===== src/rtl/wshb_arb_pkg.sv =====
// Shared types and helpers for the two-master Wishbone arbiter.
package wshb_arb_pkg;

    typedef enum logic [1:0] {
        IDLE = 2'b00,
        G0   = 2'b01,
        G1   = 2'b10
    } grant_t;

    localparam logic [2:0] CTI_CLASSIC = 3'b000;
    localparam logic [2:0] CTI_INCR    = 3'b010;
    localparam logic [2:0] CTI_END     = 3'b111;

    localparam int unsigned SEL_W = 4;

    // Round-robin pick: on a tie the master that was not served last wins.
    function automatic grant_t rr_pick(input logic [1:0] req, input logic last);
        grant_t g;
        case (req)
            2'b01:   g = G0;
            2'b10:   g = G1;
            2'b11:   g = last ? G0 : G1;
            default: g = IDLE;
        endcase
        return g;
    endfunction

endpackage


===== src/rtl/wshb_arbiter_watchdog.sv =====
// Per-access watchdog: counts stalled strobe cycles and raises a one-cycle abort.
module wshb_watchdog #(
    parameter int unsigned TIMEOUT = 1024
) (
    input  logic clk,
    input  logic rst_n,
    input  logic active,
    input  logic done,
    input  logic restart,
    output logic abort
);

    localparam int unsigned CNT_W = (TIMEOUT > 2) ? $clog2(TIMEOUT) : 1;
    localparam logic [CNT_W-1:0] LAST = CNT_W'(TIMEOUT - 2);

    logic [CNT_W-1:0] count_q;

    // Abort is flagged for the cycle in which the count sits at TIMEOUT-1.
    always_ff @(posedge clk or negedge rst_n) begin
        if (!rst_n) begin
            count_q <= '0;
            abort   <= 1'b0;
        end else begin
            abort <= 1'b0;
            if (restart || done || abort) begin
                count_q <= '0;
            end else if (active) begin
                count_q <= count_q + CNT_W'(1);
                if (count_q == LAST) begin
                    abort <= 1'b1;
                end
            end
        end
    end

endmodule


===== src/rtl/wshb_arbiter.sv =====
// Two-master round-robin Wishbone arbiter with cycle-held grant and access watchdog.
module wshb_arbiter
    import wshb_arb_pkg::*;
#(
    parameter int unsigned ADDR_W  = 32,
    parameter int unsigned DATA_W  = 32,
    parameter int unsigned TIMEOUT = 1024
) (
    input  logic                    wshb_clk,
    input  logic                    wshb_rst_n,
    input  logic [1:0]              m_cyc,
    input  logic [1:0]              m_stb,
    input  logic [1:0]              m_we,
    input  logic [2*ADDR_W-1:0]     m_adr,
    input  logic [2*DATA_W-1:0]     m_dat_w,
    input  logic [2*(DATA_W/8)-1:0] m_sel,
    input  logic [5:0]              m_cti,
    input  logic [3:0]              m_bte,
    output logic [DATA_W-1:0]       m_dat_r,
    output logic [1:0]              m_ack,
    output logic [1:0]              m_err,
    output logic                    s_cyc,
    output logic                    s_stb,
    output logic                    s_we,
    output logic [ADDR_W-1:0]       s_adr,
    output logic [DATA_W-1:0]       s_dat_w,
    output logic [DATA_W/8-1:0]     s_sel,
    output logic [2:0]              s_cti,
    output logic [1:0]              s_bte,
    input  logic [DATA_W-1:0]       s_dat_r,
    input  logic                    s_ack,
    input  logic                    s_err,
    output logic [1:0]              grant,
    output logic                    timeout_evt
);

    localparam int unsigned SW = DATA_W / 8;

    grant_t grant_q, grant_d;
    logic   last_q, last_d;
    logic   abort;
    logic   idx;
    logic   granted;

    assign grant   = grant_q;
    assign idx     = (grant_q == G1);
    assign granted = (grant_q != IDLE);
    assign m_dat_r = s_dat_r;
    assign timeout_evt = abort;

    // Grant / last-served register.
    always_ff @(posedge wshb_clk or negedge wshb_rst_n) begin
        if (!wshb_rst_n) begin
            grant_q <= IDLE;
            last_q  <= 1'b1;
        end else begin
            grant_q <= grant_d;
            last_q  <= last_d;
        end
    end

    // Hold grant for the whole cycle; abort drops to IDLE, release re-arbitrates at once.
    always_comb begin
        grant_d = grant_q;
        last_d  = last_q;
        case (grant_q)
            G0: begin
                if (abort) begin
                    grant_d = IDLE;
                    last_d  = 1'b0;
                end else if (!m_cyc[0]) begin
                    last_d  = 1'b0;
                    grant_d = rr_pick(m_cyc, 1'b0);
                end
            end
            G1: begin
                if (abort) begin
                    grant_d = IDLE;
                    last_d  = 1'b1;
                end else if (!m_cyc[1]) begin
                    last_d  = 1'b1;
                    grant_d = rr_pick(m_cyc, 1'b1);
                end
            end
            default: grant_d = rr_pick(m_cyc, last_q);
        endcase
    end

    // Slave-side mux and master-side response steering from the registered grant.
    always_comb begin
        s_cyc   = 1'b0;
        s_stb   = 1'b0;
        s_we    = 1'b0;
        s_adr   = '0;
        s_dat_w = '0;
        s_sel   = '0;
        s_cti   = '0;
        s_bte   = '0;
        m_ack   = '0;
        m_err   = '0;
        if (granted) begin
            s_cyc      = m_cyc[idx] & ~abort;
            s_stb      = m_stb[idx] & ~abort;
            s_we       = m_we[idx];
            s_adr      = idx ? m_adr[ADDR_W +: ADDR_W]   : m_adr[0 +: ADDR_W];
            s_dat_w    = idx ? m_dat_w[DATA_W +: DATA_W] : m_dat_w[0 +: DATA_W];
            s_sel      = idx ? m_sel[SW +: SW]           : m_sel[0 +: SW];
            s_cti      = idx ? m_cti[3 +: 3]             : m_cti[0 +: 3];
            s_bte      = idx ? m_bte[2 +: 2]             : m_bte[0 +: 2];
            m_ack[idx] = s_ack & ~abort;
            m_err[idx] = s_err | abort;
        end
    end

    wshb_watchdog #(
        .TIMEOUT (TIMEOUT)
    ) u_watchdog (
        .clk     (wshb_clk),
        .rst_n   (wshb_rst_n),
        .active  (s_cyc & s_stb),
        .done    (s_ack | s_err),
        .restart (grant_d != grant_q),
        .abort   (abort)
    );

endmodule


===== config.mk =====
export PLATFORM = sky130hd
export DESIGN_NAME = wshb_arbiter
export DESIGN_NICKNAME = d
export VERILOG_FILES = /design/src/rtl/wshb_arb_pkg.sv /design/src/rtl/wshb_arbiter_watchdog.sv /design/src/rtl/wshb_arbiter.sv
export SDC_FILE = /design/constraint.sdc
export NUM_CORES = 1
export LEC_CHECK = 0
export CAP_MARGIN = 20
export CORE_AREA = 2 2 117 119
export DETAILED_ROUTE_END_ITERATION = 10
export DIE_AREA = 0 0 119 121
export PLACE_DENSITY = 0.68
export SYNTH_ARGS = -nofsm -noshare
export SYNTH_HDL_FRONTEND = slang
export SYNTH_HIERARCHICAL = 1
export SYNTH_SLANG_ARGS = --single-unit
export TNS_END_PERCENT = 30

===== constraint.sdc =====
create_clock -name wshb_clk -period 3.5 [get_ports wshb_clk]
set_input_delay 0.7 -clock wshb_clk [delete_from_list [all_inputs] [get_ports wshb_clk]]
set_output_delay 0.7 -clock wshb_clk [all_outputs]
set_load 0.03 [all_outputs]

==> metrics.cfg <==
[run_status]
outcome = complete, no violations

[timing]
rsz0062_at_grt = false
drv_slew = 0
hold_viol = 0
finalSetupViolations = 0
fin_tns_setup_ns = 0
max_freq_ghz = 0.317
skew_ns = 0.000848
slew_headroom_pct = 58.8
fin_crit_ns = 3.16
finalCritPeriodShare_pct = 90.2
worst_pin_slew_ns = 0.617

[place]
placed_cell_area_um2 = 4600
dp_hpwl_mm = 9.33
place_congestion = 0.819
io_buffer_count = 238
dp.cells = 664

[drt]
drcViolationCount = 0
vias_per_cell = 4.25
drt_iter0_drc = 78
wirelength_mm = 11.1
num_vias = 2839
routedWlPerCell_um = 16.6
drtAntennaViolNets = 0
dr.pass1.iters = 4

[yosys]
synth_top_family_by_area = multiplexers
synth-compound-area-share_pct = 6.90
syn_nets = 490
syn_inst = 297
syn-cell-area_um2 = 2250
synth_simple_gate_area_share_pct = 22.4
synthMuxAreaShare_pct = 34.3
synth-seq-area-share_pct = 15.6
synth_cell_types = 38
synth_ff_type = dfrtp_1
synth_xor_area_share_pct = 1.56
synth_fa_ha_area_share_pct = 2.78
synth-edff-count = 0
synth_seq_cells = 14
syn_avg_cell_area_um2 = 7.57
synth_warnings = 6
ys_async_sr_fraction_pct = 100

[power_and_ir_drop]
power_density_nw_per_um2 = 734
ir_drop_uv = 336
power_leakage_nw = 1.73

[worst_setup_path]
reg2regPathDepth = 8
worstSetupStartpoint = grant[0]
endpoint_kind = output port
cp.arrival_ns = 2.46
r2r-end = u_watchdog/abort
path_cells = inv_1 -> ha_4 -> buf_12 -> mux2i_1 -> nor2_1 -> clkdlybuf4s50_1
critPathKind = register to output port
slowest_delay_ns = 0.62
critPathCapture = s_adr[17]
regToRegSetupSlack_ns = 0.67
r2r_start = grant[0]
crit_required_ns = 2.80
critPathLaunchType = register
slowest_stage = clkdlybuf4s50_1
worst-path-max-fanout = 23

[clocking]
ctsHtreeMaxLevel = 1
cts-resized-gates = 0
clk_latency_ns = 0.24
post-cts-setup-buffer-count = 0
hold_buffers = 0
root_buffer = clkbuf_16
clk_pin_slew_ns = 0.05
ctsLongestPathBuffers = 2
cts_num_sinks = 14
cts_tree = built
cts_buffers = 3

[global_route]
grtUsageTotal_pct = 14.1
grt_pass1_vias = 2797
grt_overflow = 0
antenna_found_initial = 1
grt_pass1_wl_mm = 16.2
grt_start_max_net_pins = 40

[finish]
n_antenna_cell = 0
fin_util_pct = 35.8
area_growth_pct = 108
final_cells = 668
final_area_um2 = 4690
nFillCells = 1318
final_nets = 686
drive_gt1_share_pct = 3.66

[floorplanning]
initial_core_util_pct = 17.2
die_h_um = 121
core_area_um2 = 13100
io_pins = 303
die_w_um = 119
rows = 42
die-area_um2 = 14400

[flow_run]
max_cap_viol_count = 0

[worst_hold_path]
hold_class = register to register

[flip-flops by register name, summed over array words and instances (netlist names)]
name / flops
grant: 2
last_q: 1
u_watchdog/abort: 1
u_watchdog/count_q: 10
[placed cells by master, fill, tap and decap left out, types with 2 or more instances in the layout]
| cell | synthesis | routed |
|---|---|---|
| a21oi_1 | 7 | 7 |
| buf_12 | 0 | 2 |
| buf_4 | 34 | 5 |
| clkbuf_16 | 0 | 3 |
| clkdlybuf4s50_1 | 0 | 238 |
| dfrtp_1 | 13 | 13 |
| ha_1 | 5 | 3 |
| inv_1 | 5 | 5 |
| mux2i_1 | 77 | 77 |
| nand2_1 | 7 | 7 |
| nand2b_1 | 3 | 3 |
| nand4_1 | 3 | 3 |
| nor2_1 | 82 | 82 |
| nor3_1 | 4 | 4 |
| nor4_1 | 2 | 2 |
| nor4b_1 | 2 | 2 |
| o21ai_0 | 5 | 5 |
| o31ai_1 | 4 | 4 |
| or4_1 | 3 | 3 |
| xor2_1 | 3 | 3 |
[metal layers]
layer	up-vias	wire [um]	global-route usage, %
met5	-	8	0
met4	2	38	1.41
met3	7	1080	4.65
met2	157	5480	24.7
met1	1298	4490	17.4
li1	1375	-	-
[final cells by class]
type	instances	area (um2)	share of cell area, %
Clock buffer	4	88.8	1.90
Sequential cell	14	352	7.50
Multi-Input combinational cell	223	1540	32.9
Timing Repair Buffer	245	2460	52.5
Inverter	6	22.5	0.481
Tap cell	176	220	4.70
[worst min path at each step]
stage | startpoint | to | slack (ns) | cells after the start
6_report | last_q | last_q | 0.50 | 2
5_1_grt | last_q | last_q | 0.55 | 2
4_1_cts | last_q | last_q | 0.50 | 2
3_5_place_dp | last_q | last_q | 0.50 | 2
3_3_place_gp | last_q | last_q | 0.48 | 2
2_1_floorplan | wshb_rst_n | grant[0] | 0.40 | 0
[Yosys cell counts (2+ instances only)]
master	number	area share [%]
or4_1	3	1.0
inv_1	5	0.83
nand2b_1	3	0.83
nor3_1	4	0.89
clkbuf_1	11	1.8
ha_1	5	2.8
nor2_1	82	14
xor2_1	3	1.2
nor4b_1	2	0.78
dfrtp_1	13	14
buf_4	34	11
mux2i_1	77	34
o31ai_1	4	1.3
buf_2	8	1.8
nand4_1	3	0.83
nand2_1	7	1.2
nor4_1	2	0.56
a21oi_1	7	1.6
o21ai_0	5	1.1
[report_power, final]
| part | total (mW) | internal [mW] | switching (mW) |
|---|---|---|---|
| Sequential | 0.210 | 0.186 | 0.0244 |
| Combinational | 2.99 | 1.26 | 1.72 |
| Clock | 0.240 | 0.173 | 0.0668 |
| Total | 3.44 | 1.62 | 1.82 |
[worst max-delay path: cells and delay by family, from the launching register on]
family / cells / cell delay, ns
adders and majority gates: 1 / 0.42
buffers and inverters: 3 / 1.02
DFF: 1 / 0.43
muxes: 1 / 0.26
and+or+nand+nor: 1 / 0.07
[stage by stage]
stage	setup slack, ns	power, mW	hold WS [ns]
final	0.341	3.44	0.502
after global routing	0.169	3.63	0.549
after CTS	0.281	3.48	0.496
after detailed placement	0.483	3.22	0.496
after global placement	0.535	3.19	0.481
after floorplan	0.323	2.02	0.404
[logic make-up after synthesis]
kind of cell / Yosys count
buffers and inverters: 60
DFF: 14
adders and majority gates: 5
AOI/OAI and AO/OA: 24
xor gates and xnor gates: 4
and+or+nand+nor: 113
muxes: 77
No activity file was read; power rests on OpenSTA's default activity.
